File: config.mk
export PLATFORM = sky130hd
export DESIGN_NAME = mult_arbiter
export DESIGN_NICKNAME = d
export VERILOG_FILES = /design/src/rtl/mult_arbiter.sv
export SDC_FILE = /design/constraint.sdc
export NUM_CORES = 1
export LEC_CHECK = 0
export CAP_MARGIN = 10
export CORE_UTILIZATION = 57
export CTS_CLUSTER_SIZE = 24
export DETAILED_ROUTE_END_ITERATION = 7
export PLACE_DENSITY = 0.87
export SLEW_MARGIN = 20
export SYNTH_ARGS = -nofsm -noshare
export SYNTH_HDL_FRONTEND = slang
export SYNTH_SLANG_ARGS = --single-unit
File: constraint.sdc
create_clock -name clk -period 16.75 [get_ports clk]
set_input_delay 5.025 -clock clk [delete_from_list [all_inputs] [get_ports clk]]
set_output_delay 5.025 -clock clk [all_outputs]
set_load 0.1 [all_outputs]
File: src/rtl/mult_arbiter.sv
// Round-robin arbiter sharing one signed-by-unsigned shift-add multiplier among NREQ requesters.
// Latency: grant to resp_valid is 1 + (cycles to collect WIDTH mult_en pulses); grant is combinational in IDLE.
// Backpressure: requesters hold req_valid until req_ready; only one operation in flight, others wait in IDLE.
module mult_arbiter #(
    parameter int WIDTH = 16,
    parameter int NREQ  = 3
) (
    input  logic                  clk,
    input  logic                  rst,
    input  logic                  mult_en,
    input  logic                  sample_tick,
    input  logic [NREQ-1:0]       req_valid,
    input  logic [NREQ*WIDTH-1:0] req_a,
    input  logic [NREQ*WIDTH-1:0] req_b,
    output logic [NREQ-1:0]       req_ready,
    output logic [NREQ-1:0]       resp_valid,
    output logic [2*WIDTH-1:0]    resp_p,
    output logic                  busy,
    output logic                  overrun
);

    localparam int IW = (NREQ > 1) ? $clog2(NREQ) : 1;
    localparam int SW = $clog2(WIDTH + 1);
    localparam int PW = 2 * WIDTH;

    typedef enum logic [1:0] {IDLE, CALC, DONE} state_t;

    state_t          state, state_nxt;
    logic [IW-1:0]   rr_ptr;
    logic [IW-1:0]   owner;
    logic [IW-1:0]   gnt_idx;
    logic [IW-1:0]   cand_idx;
    logic [IW-1:0]   ptr_nxt;
    logic            gnt_found;
    int              cand;
    logic [PW-1:0]   a_sh;
    logic [WIDTH-1:0] b_sh;
    logic [PW-1:0]   acc;
    logic [PW-1:0]   acc_sum;
    logic [SW-1:0]   step;
    logic            last_step;
    logic [WIDTH-1:0] a_sel;
    logic [WIDTH-1:0] b_sel;

    // Round-robin search: first valid requester at or after rr_ptr, wrapping
    always_comb begin
        gnt_found = 1'b0;
        gnt_idx   = '0;
        cand      = 0;
        cand_idx  = '0;
        for (int k = 0; k < NREQ; k++) begin
            cand = int'(rr_ptr) + k;
            if (cand >= NREQ) cand = cand - NREQ;
            cand_idx = IW'(cand);
            if (!gnt_found && req_valid[cand_idx]) begin
                gnt_found = 1'b1;
                gnt_idx   = cand_idx;
            end
        end
    end

    // Operand mux, pointer advance and one accumulate step
    always_comb begin
        a_sel     = req_a[int'(gnt_idx)*WIDTH +: WIDTH];
        b_sel     = req_b[int'(gnt_idx)*WIDTH +: WIDTH];
        ptr_nxt   = (gnt_idx == IW'(NREQ - 1)) ? '0 : gnt_idx + 1'b1;
        acc_sum   = b_sh[0] ? acc + a_sh : acc;
        last_step = (step == SW'(WIDTH - 1));
    end

    // State register
    always_ff @(posedge clk or posedge rst) begin
        if (rst) state <= IDLE;
        else     state <= state_nxt;
    end

    // Next-state: IDLE grants, CALC runs WIDTH enabled steps, DONE lasts one cycle
    always_comb begin
        state_nxt = state;
        case (state)
            IDLE:    if (gnt_found) state_nxt = CALC;
            CALC:    if (mult_en && last_step) state_nxt = DONE;
            DONE:    state_nxt = IDLE;
            default: state_nxt = IDLE;
        endcase
    end

    // Outputs: grant is combinational in IDLE and masked during reset so it reads 0 immediately
    always_comb begin
        req_ready  = '0;
        resp_valid = '0;
        busy       = (state != IDLE);
        if (state == IDLE && gnt_found && !rst) req_ready = NREQ'(1) << gnt_idx;
        if (state == DONE) resp_valid = NREQ'(1) << owner;
    end

    // Datapath: operand latch on grant, shift-add while enabled, result and sticky overrun
    always_ff @(posedge clk or posedge rst) begin
        if (rst) begin
            rr_ptr  <= '0;
            owner   <= '0;
            a_sh    <= '0;
            b_sh    <= '0;
            acc     <= '0;
            step    <= '0;
            resp_p  <= '0;
            overrun <= 1'b0;
        end else begin
            if (state == IDLE && gnt_found) begin
                owner  <= gnt_idx;
                rr_ptr <= ptr_nxt;
                a_sh   <= {{WIDTH{a_sel[WIDTH-1]}}, a_sel};
                b_sh   <= b_sel;
                acc    <= '0;
                step   <= '0;
            end else if (state == CALC && mult_en) begin
                acc  <= acc_sum;
                a_sh <= a_sh << 1;
                b_sh <= b_sh >> 1;
                step <= step + 1'b1;
                // resp_p changes on the same edge that enters DONE
                if (last_step) resp_p <= acc_sum;
            end
            if (sample_tick && (state != IDLE || (|req_valid))) overrun <= 1'b1;
        end
    end

endmodule

==> run metrics <==
status completed; Max-Cap Viols 0; Fin Clk Skew 0.00899 ns; cell count after synthesis 827; max_slew headroom 23.3%; launching point of the worst reg2reg path a_sh[0]; CP Cell Sequence clkdlybuf4s50_1 -> nor2_1 -> maj3_1 -> a21oi_1 -> and3_1 -> and2_1 -> clkdlybuf4s50_1; # port buffers 142; worst-skew pair later-pin latency roughly 0.42 ns; worst slew pin tran 1.15 ns; Post-synth EDFFs 0; gr usage total 32.7%; CP bufs+invs 2; sequential-to-total area share from yosys stat between 40% and 50%; CP Launch Type primary input; hold path depth 1; via/cell ratio 6.22; kind of critical path primary input to output pin; 1st-iter DRT viols 506; Post-synth ARST share between 90% and 100%; reg2reg end resp_p[28]; Antenna Cells 0; max-slew violations 0; die area 13500 um2; first-pass GRT wire length 34.0 mm; CTS tree yes; post-synth top area share between 40% and 50%; Synth Register Bits 124; CTS clk-pin slew, worst paths approximately 0.060 ns; # resized after CTS 0; initial antenna violation count 0; CTS Sinks 124; synthesized net count 966; Core ar. roughly 13000 um2; post-CTS setup buffer count 0; worst path arrival time approximately 8.3 ns; slack of the worst reg-to-reg path between 10 and 15 ns; Area Overhead vs Synth 29.2%; CP max stage delay 1.13 ns; die height 116 um; # hold bufs at CTS 0; crit-path leading delay family buffers and inverters; placed wire-length estimate 13.9 mm; Avg Cell Area, Syn 9.02 um2; CTS root buf clkbuf_16; worst path required time about 12 ns; Yosys warnings 0; CTS Buffer Depth 2; Worst path slowest cell clkdlybuf4s50_1; H-tree levels 4; Synth area leaders dfrtp_1, nand2_1, ha_1, o21ai_0, a21oi_1; unrepaired setup endpoints after global routing false; cell total after placement about 1100; Cell Pwr Density 184 nW/um2; total congestion overflow 0; final std cells w/o fill 1132; ratio of cells with drive above 1 in the final layout 6.77%; Initial Util 58.9%; Mapped Area approximately 7500 um2; vias in the first global route 6891; setup TNS 0 ns; Worst R2R Path Depth 11; Worst Setup End Kind output pin; Hold Vio Cnt, Final 0; final worst path period need 13.29 ns; Synth area leader dfrtp_1; Worst IR Drop VDD 0.100 mV; hold path endpoint overrun; drc violations 0; Yosys cell types 68; Pleak 0.00428 uW; DR vias 7045; gpl congestion 0.918; first-pass iteration count of the detailed router 5; most numerous cell on the critical path clkdlybuf4s50_1; Top FF cell, synth dfrtp_1; Final setup viols 0; Hold Crit Start overrun; Ports 143; Die X ~120 um; Rows 41; post-route ant nets 0; final cycle utilization of the critical path 79.4%; post-DR wirelength/cell 18.3 um; worst-path fanout max 16; Post-Route WL between 20 and 25 mm; CTS Buf Count 17; Worst Hold Class flip-flop to flip-flop; max frequency between 70 and 80 MHz; largest net degree at the start of global routing 65; Nets 1087
-- per-layer routing --
layer | track usage (%) | share of wire, % | vias up
met5 | 0 | 0 | -
met4 | 14.2 | 3.4 | 0
met3 | 6.18 | 5.8 | 57
met2 | 55.5 | 49 | 297
met1 | 40.8 | 42 | 3422
li1 | - | - | 3269
-- sequential cells by signal, indices dropped and copies added (netlist names) --
register / flops
acc: 32
overrun: 1
rr_ptr: 2
resp_p: 32
step: 5
a_sh: 32
b_sh: 16
state: 2
owner: 2
-- worst max-delay path by stage --
stage,startpoint,end,depth (start not counted)
6_report,req_valid[1],req_ready[1],7
5_1_grt,req_valid[1],req_ready[1],7
4_1_cts,req_valid[1],req_ready[1],7
3_5_place_dp,req_valid[1],req_ready[1],7
3_3_place_gp,req_valid[1],req_ready[1],7
2_1_floorplan,rst,req_ready[0],2
-- through the flow --
step           instance area [um2]  setup WS (ns)  power [uW]  utilization, %  hold WS (ns)
2_1_floorplan                 7460           2.99        1150               -         0.449
3_3_place_gp                  9000           3.56        1340            71.0         0.454
3_5_place_dp                  9000           3.49        1360            71.0         0.455
4_1_cts                       9630           3.48        1770            76.0         0.470
5_1_grt                       9630           3.30        1880            76.0         0.498
6_report                      9630           3.46        1770            76.0         0.466
-- report_power, final --
group	internal [uW]	switching (uW)	total, uW
clock	261	131	392
sequential	411	110	521
combinational	301	562	862
total	973	802	1770
-- logic make-up (layout without fill, tap and decap cells) --
family          after synthesis  after routing  synth area share, %
simple gates                273            273                 17.3
compound gates              270            270                 24.3
flops                       124            124                 41.6
buf+inv                      66            199                 3.34
fa+ha+maj                    38             38                 6.41
xor+xnor                     31             31                 3.64
mux                          25             25                 3.44
-- cell usage after synthesis, types with 14 or more instances --
cell type,number
a21o_1,19
a22o_1,25
a211oi_1,18
nand3_1,43
nor2_1,25
a31oi_1,21
inv_1,14
xnor2_1,19
o21ai_1,18
mux2i_1,23
clkbuf_1,47
ha_1,35
a22oi_1,27
o21ai_0,57
nand2_1,143
a21oi_1,54
dfrtp_1,124
-- final cells by class --
type                       instances  area (um2)
multi-input combinational        637        4120
tap                              172         215
sequential                       124        3100
clock buffer                      26         529
inverter                          15        58.8
timing repair buffer             153        1500
clock inverter                     5         103
fill                             879        3040
-- placed cells by master, fill, tap and decap left out, types with 7 or more instances in the layout --
| master | count |
|---|---|
| a21oi_1 | 54 |
| o21ai_0 | 57 |
| a31oi_1 | 21 |
| a21o_1 | 19 |
| inv_1 | 13 |
| and3_1 | 11 |
| dfrtp_1 | 123 |
| nand2_1 | 141 |
| nor3b_1 | 10 |
| clkdlybuf4s50_1 | 142 |
| o21bai_1 | 8 |
| a211oi_1 | 18 |
| o21ai_1 | 18 |
| buf_4 | 11 |
| nand3_1 | 43 |
| xor2_1 | 12 |
| xnor2_1 | 19 |
| a22o_1 | 25 |
| clkbuf_16 | 17 |
| mux2i_1 | 23 |
| ha_1 | 35 |
| a22oi_1 | 27 |
| nor2_1 | 24 |
| nor3_1 | 10 |
| clkbuf_8 | 7 |
Power figures use the tool's default switching activity.
